[src/rtl/vend_pkg.sv]
// Shared definitions for the vending transaction sequencer: coin codes/values,
// state encoding, pricing constants and coin helper functions.
package vend_pkg;

  localparam logic [3:0] COIN_500  = 4'b0001;
  localparam logic [3:0] COIN_1000 = 4'b0010;
  localparam logic [3:0] COIN_2000 = 4'b0100;
  localparam logic [3:0] COIN_5000 = 4'b1000;

  localparam logic [15:0] VAL_500  = 16'd500;
  localparam logic [15:0] VAL_1000 = 16'd1000;
  localparam logic [15:0] VAL_2000 = 16'd2000;
  localparam logic [15:0] VAL_5000 = 16'd5000;

  localparam int PRICE_STEP    = 500;
  localparam int PRODUCT_COUNT = 8;
  localparam int ADDR_W        = $clog2(PRODUCT_COUNT);
  localparam int DISC_NUM      = 9;
  localparam int DISC_SHIFT    = 4;

  typedef enum logic [2:0] {
    ST_IDLE,
    ST_COLLECT,
    ST_PRICE,
    ST_CHECK,
    ST_DISPENSE,
    ST_CHANGE
  } state_t;

  // Zero for anything that is not exactly one legal one-hot code.
  function automatic logic [15:0] coin_value(input logic [3:0] code);
    case (code)
      COIN_500:  return VAL_500;
      COIN_1000: return VAL_1000;
      COIN_2000: return VAL_2000;
      COIN_5000: return VAL_5000;
      default:   return 16'd0;
    endcase
  endfunction

  function automatic logic [3:0] change_pick(input logic [15:0] amount);
    if (amount >= VAL_2000)      return COIN_2000;
    else if (amount >= VAL_1000) return COIN_1000;
    else if (amount >= VAL_500)  return COIN_500;
    else                         return 4'b0000;
  endfunction

endpackage

[src/rtl/vend_price_calc.sv]
// Combinational product price: base step per index, optional 9/16 discount
// rounded up.
module vend_price_calc
  import vend_pkg::*;
(
  input  logic [ADDR_W-1:0] addr,
  input  logic              discount_en,
  output logic [15:0]       price
);

  logic [15:0] base;
  logic [31:0] prod;
  logic [31:0] disc;

  always_comb begin
    base = 16'(PRICE_STEP * (int'(addr) + 1));
    prod = 32'(base) * 32'(DISC_NUM);
    disc = (prod >> DISC_SHIFT) + ((prod[DISC_SHIFT-1:0] != '0) ? 32'd1 : 32'd0);
    price = discount_en ? 16'(disc) : base;
  end

endmodule

[src/rtl/vend_controller.sv]
// Vending transaction sequencer: credit bookkeeping, pricing, funds check and
// dispense/change handshakes.
//
//   state     | meaning
//   IDLE      | credit < 500, accepting coins/selections
//   COLLECT   | credit >= 500, accepting coins/selections, cancel refunds
//   PRICE     | latch effective price of selected product
//   CHECK     | compare credit with price, deduct or refuse
//   DISPENSE  | dispense_valid held until dispense_done
//   CHANGE    | pay out largest coin <= credit until credit < 500
module vend_controller #(
  parameter int MAX_CREDIT     = 20000,
  parameter int DISC_THRESHOLD = 10
) (
  input  logic        clock,
  input  logic        reset,
  input  logic        coin_valid,
  input  logic [3:0]  coin_type,
  input  logic        select_valid,
  input  logic [2:0]  select_addr,
  input  logic        cancel,
  input  logic        dispense_done,
  input  logic        change_ack,
  output logic [15:0] credit,
  output logic [15:0] price,
  output logic [7:0]  sold_count,
  output logic        coin_reject,
  output logic        insufficient,
  output logic        dispense_valid,
  output logic [2:0]  dispense_addr,
  output logic        change_valid,
  output logic [3:0]  change_coin,
  output logic        busy
);
  import vend_pkg::*;

  state_t      state, state_next;
  logic [15:0] credit_next, price_next, calc_price, coin_val;
  logic [16:0] coin_sum;
  logic [7:0]  sold_next;
  logic [2:0]  sel_addr, sel_next, da_next;
  logic        reject_next, insuff_next, dv_next, cv_next, discount_en;
  logic [3:0]  cc_next;

  assign coin_val    = coin_value(coin_type);
  assign coin_sum    = {1'b0, credit} + {1'b0, coin_val};
  assign discount_en = sold_count > 8'(DISC_THRESHOLD);
  assign busy        = (state != ST_IDLE) && (state != ST_COLLECT);

  vend_price_calc u_price_calc (
    .addr        (sel_addr),
    .discount_en (discount_en),
    .price       (calc_price)
  );

  always_ff @(posedge clock or posedge reset) begin
    if (reset) begin
      state          <= ST_IDLE;
      credit         <= '0;
      price          <= '0;
      sold_count     <= '0;
      sel_addr       <= '0;
      coin_reject    <= 1'b0;
      insufficient   <= 1'b0;
      dispense_valid <= 1'b0;
      dispense_addr  <= '0;
      change_valid   <= 1'b0;
      change_coin    <= '0;
    end else begin
      state          <= state_next;
      credit         <= credit_next;
      price          <= price_next;
      sold_count     <= sold_next;
      sel_addr       <= sel_next;
      coin_reject    <= reject_next;
      insufficient   <= insuff_next;
      dispense_valid <= dv_next;
      dispense_addr  <= da_next;
      change_valid   <= cv_next;
      change_coin    <= cc_next;
    end
  end

  always_comb begin
    state_next  = state;
    credit_next = credit;
    price_next  = price;
    sold_next   = sold_count;
    sel_next    = sel_addr;
    reject_next = 1'b0;
    insuff_next = 1'b0;
    dv_next     = dispense_valid;
    da_next     = dispense_addr;
    cv_next     = change_valid;
    cc_next     = change_coin;

    case (state)
      ST_IDLE, ST_COLLECT: begin
        if (cancel) begin
          reject_next = coin_valid;
          if (state == ST_COLLECT) state_next = ST_CHANGE;
        end else if (coin_valid) begin
          if (coin_val == '0 || coin_sum > 17'(MAX_CREDIT)) begin
            reject_next = 1'b1;
          end else begin
            credit_next = 16'(coin_sum);
            state_next  = (coin_sum >= {1'b0, VAL_500}) ? ST_COLLECT : ST_IDLE;
          end
        end else if (select_valid) begin
          sel_next   = select_addr;
          state_next = ST_PRICE;
        end
      end
      ST_PRICE: begin
        price_next = calc_price;
        state_next = ST_CHECK;
      end
      ST_CHECK: begin
        if (credit >= price) begin
          credit_next = credit - price;
          dv_next     = 1'b1;
          da_next     = sel_addr;
          state_next  = ST_DISPENSE;
        end else begin
          insuff_next = 1'b1;
          state_next  = (credit >= VAL_500) ? ST_COLLECT : ST_IDLE;
        end
      end
      ST_DISPENSE: begin
        if (dispense_valid && dispense_done) begin
          dv_next    = 1'b0;
          sold_next  = (sold_count == 8'hFF) ? sold_count : sold_count + 8'd1;
          state_next = (credit >= VAL_500) ? ST_CHANGE : ST_IDLE;
        end
      end
      ST_CHANGE: begin
        // Valid drops for a cycle after each ack before the next coin is offered.
        if (change_valid) begin
          if (change_ack) begin
            credit_next = credit - coin_value(change_coin);
            cv_next     = 1'b0;
            cc_next     = '0;
          end
        end else if (credit >= VAL_500) begin
          cv_next = 1'b1;
          cc_next = change_pick(credit);
        end else begin
          state_next = ST_IDLE;
        end
      end
      default: state_next = ST_IDLE;
    endcase

    if (coin_valid && busy) reject_next = 1'b1;
  end

endmodule

[config.mk]
export PLATFORM = sky130hd
export DESIGN_NAME = vend_controller
export DESIGN_NICKNAME = d
export VERILOG_FILES = /design/src/rtl/vend_pkg.sv /design/src/rtl/vend_price_calc.sv /design/src/rtl/vend_controller.sv
export SDC_FILE = /design/constraint.sdc
export NUM_CORES = 1
export LEC_CHECK = 0
export CAP_MARGIN = 10
export CORE_MARGIN = 1.5
export CORE_UTILIZATION = 61
export CTS_BUF_LIST = sky130_fd_sc_hd__clkbuf_2 sky130_fd_sc_hd__clkbuf_4 sky130_fd_sc_hd__clkbuf_8
export DETAILED_ROUTE_END_ITERATION = 16
export GPL_TIMING_DRIVEN = 0
export PLACE_DENSITY_LB_ADDON = 0.05
export RECOVER_POWER = 50
export SLEW_MARGIN = 5
export SYNTH_ARGS = -nofsm -noshare
export SYNTH_HDL_FRONTEND = slang
export SYNTH_SLANG_ARGS = --single-unit
export TNS_END_PERCENT = 50
[constraint.sdc]
create_clock -name clock -period 12.5 [get_ports clock]
set_input_delay 2.5 -clock clock [delete_from_list [all_inputs] [get_ports clock]]
set_output_delay 2.5 -clock clock [all_outputs]
set_load 0.05 [all_outputs]
==> flow_summary.toml, run 1 <==
[clocking]
root_buffer = "clkbuf_8"
ctsHoldBuffers = 0
post_cts_resized = 0
cts_tree = "done"
clock-sinks = 55
cts_buffers = 5
postCtsSetupBuffers = 0
clock_latency_ns = 0.33
cts_max_path_buffers = 2
clk_pin_slew_ns = 0.12
htree_levels = 2

[run_status]
violations = "capacitance limit, slew limit"
status = "finished with violations"

[drt]
wl_um = 16000
routed-via-count = 5696
wl_per_cell_um = 16.9
wl_met2_um = 7920
top_layer = "met4"
met1Wirelength_um = 6580
vias_per_cell = 6.03
dr_wl_met3_um = 690
ant_nets = 0
first_iter_violations = 286
drt_pass1_iterations = 5
route.detailed.drc = 0

[setup_path]
worst-endpoint-required_ns = 12.72
critPathMaxFanout = 9
crit_family = "simple AND/OR/NAND/NOR gates"
worst_setup_path_start_kind = "input port"
crit_start = "coin_type[2]"
endpoint_kind = "register"
cp-endpoint = "credit[14]"
slowest_delay_ns = 0.59
worstPathCellList = "clkdlybuf4s50_1, nor4b_1, or2_2, nand2b_1, ha_1, or3_1, and3_4, o311a_4, o21a_4, o21ai_4, xor2_1, nor2_1, a221oi_4, o21ai_1, a22o_1"
r2r_start = "sel_addr[0]"
r2r_end = "price[13]"
worst-path-stages = 15
worstSetupPathType = "input port to register"
ff2ff_path_depth = 24
crit_buf_inv = 1
cp.arrival_ns = 6.85
slowest_stage = "clkdlybuf4s50_1"
r2r_slack_ns = 6.38

[cells_and_area]
fin_nets = 905
drive_above_1_share = 0.0678
n_antenna_cell = 0
area_growth_pct = 14.6

[logic_synthesis]
synth_top_area_frac = 0.226
synth_ff_type = "dfrtp_1"
yosys-top-cells-area = "dfrtp_1 23%, ha_1 15%, xnor2_1 4.9%"
ys.warnings.count = 0
yosysUniqueCellTypes = 82
synth_most_common_cell = "ha_1"
synthTopCellsByCount = "72 x ha_1, 67 x inv_1, 65 x nor2_1"
async_flop_share = 1.00
synth.yosys.seq_area_share = 0.226
avgSynthCellArea_um2 = 8.24
synth_area_mm2 = 0.00609
synth-seq-cells = 55
yosysTopAreaCell = "dfrtp_1"
synth_edf_count = 0
syn_inst = 740

[floorplan]
die_area_mm2 = 0.0106
ios = 66
die_y_um = 103
rows = 36
die_width_um = 103
start_util = 0.626
core-area_mm2 = 0.00973

[sta]
slew_headroom = -0.138
tightest_slew_ns = 1.71
fmax_ghz = 0.151
hold_violations = 0
fin_crit_ns = 6.63
rsz0062_at_grt = "false"
report.final.slew_viol_count = 31
fin_crit_sh = 0.530
finClkSkew_ns = 0.0174
report.final.setup_viol = 0
final.setup.tns_ns = 0

[placed_design]
finalWeightedCongestion = 1.02
dp_hpwl_um = 12900
port_buffers = 61

[job]
drv_cap = 1

[min_path]
hold_start = "dispense_addr[1]"
hold_path.class = "register to register"

[global_route]
grt_pass1_wl_um = 25900
grt_use_total = 0.314
overflow = 0
antenna_found_initial = 0
grt_max_degree = 31
grt_pass1_vias = 5537
## cell type report
| class | instances | area (um2) |
|---|---|---|
| Sequential cell | 55 | 1380 |
| Timing Repair Buffer | 62 | 614 |
| Fill cell | 809 | 2750 |
| Clock inverter | 3 | 33.8 |
| Buffer | 20 | 134 |
| Inverter | 67 | 251 |
| Multi-Input combinational cell | 599 | 4340 |
| Clock buffer | 5 | 68.8 |
| Tap cell | 133 | 166 |
## cells in the final DEF (no fill, tap or decap), types with 8 or more instances in the layout
cell,synthesis,final
clkdlybuf4s50_1,0,50
dfrtp_1,55,55
nand2_1,56,56
ha_1,72,72
xor2_1,25,25
o21ai_0,51,51
a21o_1,8,8
o21a_1,10,10
nand3_1,20,20
o211ai_1,12,12
nand2b_1,9,9
clkbuf_1,9,10
inv_1,67,67
xnor2_1,34,34
nor2_1,65,65
nor3_1,20,20
a21oi_1,51,51
a21oi_2,9,9
dlygate4sd3_1,0,11
fa_1,9,9
nor3b_1,11,11
## cell families after synthesis
group / count (synthesis) / share of synthesized area
and+or+nand+nor: 234 / 0.192
AOI/OAI and AO/OA: 212 / 0.238
buffers and inverters: 87 / 0.0632
adders and majority gates: 81 / 0.177
xor gates and xnor gates: 59 / 0.0848
DFF: 55 / 0.226
muxes: 11 / 0.0191
other: 1 / 0.000615
## per-stage QoR
step           cells   util  setup slack (ns)  hold WS, ns  area [um2]
6_report         944  0.718              5.87        0.504        6980
5_1_grt          944  0.718              5.66        0.538        6980
4_1_cts          944  0.719              5.95        0.507        7000
3_5_place_dp     936  0.709              5.61        0.479        6900
3_3_place_gp     935  0.707              5.70        0.467        6880
2_1_floorplan    741      -              6.71        0.572        6100
## flip-flops by register name, summed over array words and instances, names as in the netlist
register / cells
dispense_addr: 3
insufficient: 1
change_coin: 3
sold_count: 8
state: 3
coin_reject: 1
change_valid: 1
price: 15
credit: 16
sel_addr: 3
dispense_valid: 1
## worst min-delay path: cells and delay by family, from the launching register on
kind	cells	cell delay [ns]
flip-flops	1	0.36
AND/OR/NAND/NOR	1	0.04
AO/OA/AOI/OAI	1	0.07
## layer usage
metal,vias to the layer above,track usage
met1,2664,0.367
li1,2794,-
met5,-,0
met3,55,0.0366
met4,0,0.174
met2,183,0.559
## worst min-delay path by stage
| stage | end | slack, ns | depth (start not counted) |
|---|---|---|---|
| floorplan | sel_addr[2] | 0.57 | 1 |
| global placement | dispense_addr[1] | 0.47 | 2 |
| detailed placement | dispense_addr[1] | 0.48 | 2 |
| CTS | dispense_addr[1] | 0.51 | 2 |
| global route | dispense_addr[1] | 0.54 | 2 |
| finish | dispense_addr[1] | 0.50 | 2 |
Power of run 1 is left out: the tool's default activity adds up to more than one toggle a clock period on the data nets, which glitch-free logic cannot reach.
==> inputs of run 2 (changes only) <==
--- a/config.mk
+++ b/config.mk
@@ -7,7 +7,7 @@
 export LEC_CHECK = 0
 export CAP_MARGIN = 10
 export CORE_MARGIN = 1.5
-export CORE_UTILIZATION = 61
+export CORE_UTILIZATION = 54
 export CTS_BUF_LIST = sky130_fd_sc_hd__clkbuf_2 sky130_fd_sc_hd__clkbuf_4 sky130_fd_sc_hd__clkbuf_8
 export DETAILED_ROUTE_END_ITERATION = 16
 export GPL_TIMING_DRIVEN = 0
==> constraint.sdc (replaced) <==
create_clock -name clock -period 6.1 [get_ports clock]
set_input_delay 1.22 -clock clock [delete_from_list [all_inputs] [get_ports clock]]
set_output_delay 1.22 -clock clock [all_outputs]
set_load 0.05 [all_outputs]
==> flow_summary.toml, run 2 (synthesis gave the netlist of run 1 again) <==
[global_route]
overflow = 0
grt_pass1_vias = 5521
grt_pass1_wl_um = 25700
grt_use_total = 0.275
antenna_found_initial = 0
grt_max_degree = 40

[sta]
hold_violations = 0
slew_headroom = -0.378
fin_crit_sh = 0.918
layout_setup_ws_ns = 0.501
tightest_slew_ns = 2.07
report.final.setup_viol = 0
rsz0062_at_grt = "false"
final.setup.tns_ns = 0
fin_crit_ns = 5.60
finClkSkew_ns = 0.0172
fmax_ghz = 0.179
report.final.slew_viol_count = 40

[placed_design]
port_buffers = 61
post-place-ws_ns = -0.0780
dp_hpwl_um = 13200
place_area_mm2 = 0.00690
finalWeightedCongestion = 0.933

[setup_path]
worst-endpoint-required_ns = 6.30
r2r_slack_ns = 0.50
slowest_stage = "fa_1"
worst-path-stages = 25
ff2ff_path_depth = 25
r2r_end = "price[13]"
worstSetupPathType = "register to register"
crit_path_frequent_cell = "ha_1"
r2r_start = "sel_addr[1]"
cp.arrival_ns = 5.80
crit_buf_inv = 4
crit_family = "adder cells"
slowest_delay_ns = 0.50
endpoint_kind = "register"
critPathMaxFanout = 8
worst_setup_path_start_kind = "register"

[drt]
ant_nets = 0
first_iter_violations = 295
wl_um = 16100
routed-via-count = 5628
wl_per_cell_um = 16.9
drt_pass1_iterations = 5
vias_per_cell = 5.91
route.detailed.drc = 0

[cells_and_area]
multiInputGateArea_mm2 = 0.00440
fin_nets = 907
most-common-layout-cells = "72 x ha_1, 67 x inv_1, 65 x nor2_1"
regMostFlops = "credit"
n_antenna_cell = 0
regArea_mm2 = 0.00138
drive_above_1_share = 0.0787
fill_cells = 985
reg_top3 = "credit x16, price x15, sold_count x8"
largest_reg_flops = 16
final_common_cell = "ha_1"
design_area_mm2 = 0.00706
area_growth_pct = 15.9

[floorplan]
die_width_um = 109
ios = 66
rows = 38
die_y_um = 109
die_area_mm2 = 0.0119
start_util = 0.557
core-area_mm2 = 0.0109

[clocking]
clock_latency_ns = 0.33
cts_tree = "done"
clock-sinks = 55
clk_pin_slew_ns = 0.11
cts_max_path_buffers = 2
htree_levels = 2
root_buffer = "clkbuf_8"
cts_buffers = 5

[min_path]
hold_start = "dispense_addr[0]"
hold_path.class = "register to register"
holdPathEnd = "dispense_addr[0]"
whs_path_depth = 2

[run_status]
violations = "capacitance limit, slew limit"
status = "finished with violations"

[job]
drv_cap = 1
[run 2: changes by cell type in the layout (fill, tap and decap cells not counted), moves of 2 or more]
cell,change
clkdlybuf4s50_1,-6
dfrtp_1,-2
dfrtp_2,+2
dlygate4sd3_1,+6
inv_8,+2
xor2_1,-3
xor2_2,+2
[run 2: stage by stage]
step	utilization	hold slack (ns)	instances
3_3_place_gp	0.630	0.468	942
6_report	0.646	0.502	953
5_1_grt	0.646	0.557	953
2_1_floorplan	-	0.572	741
3_5_place_dp	0.631	0.479	943
4_1_cts	0.641	0.507	951
[run 2: worst max path at each step]
stage / startpoint / endpoint / slack, ns
CTS: sel_addr[0] / price[13] / 0.006
global route: sel_addr[1] / price[13] / 0.04
detailed placement: sel_addr[0] / price[13] / -0.08
finish: sel_addr[1] / price[13] / 0.50
global placement: sel_addr[0] / price[13] / 0.04
floorplan: sel_addr[0] / price[12] / 0.80
[run 2: what timing repair did]
| action | CTS | global route |
|---|---|---|
| endpoints found under the setup margin | 2 | 6 |
| gates resized for setup | 1 | 10 |
| setup buffers | 0 | 2 |
| hold buffers | 0 | 0 |
[run 2: worst min-delay path: cells and delay by family, from the launching register on]
kind,cells,cell delay [ns]
simple gates,1,0.05
flops,1,0.36
compound gates,1,0.06
[run 2: area by class of cell]
cell class,instances,area share
Multi-Input combinational cell,599,0.623
Sequential cell,55,0.195
Timing Repair Buffer,64,0.0891
Inverter,67,0.0356
Tap cell,140,0.0248
Buffer,20,0.0184
Clock buffer,5,0.00974
Clock inverter,3,0.00443
[run 2: routing by layer]
| metal | wire length, um | global-route usage | up-vias |
|---|---|---|---|
| li1 | - | - | 2785 |
| met1 | 6600 | 0.312 | 2663 |
| met2 | 8490 | 0.521 | 149 |
| met3 | 588 | 0.0311 | 31 |
| met4 | 459 | 0.109 | 0 |
| met5 | 0 | 0 | - |
Power of run 2 is left out for the same reason.
==> inputs of run 3 (changes only) <==
--- a/config.mk
+++ b/config.mk
@@ -9,6 +9,7 @@
 export CORE_MARGIN = 1.5
 export CORE_UTILIZATION = 54
 export CTS_BUF_LIST = sky130_fd_sc_hd__clkbuf_2 sky130_fd_sc_hd__clkbuf_4 sky130_fd_sc_hd__clkbuf_8
+export CTS_CLUSTER_SIZE = 14
 export DETAILED_ROUTE_END_ITERATION = 16
 export GPL_TIMING_DRIVEN = 0
 export PLACE_DENSITY_LB_ADDON = 0.05
==> results of run 3 <==
Final layout, timing and power as in run 2 (identical DEF).
Power of run 3 is left out for the same reason.
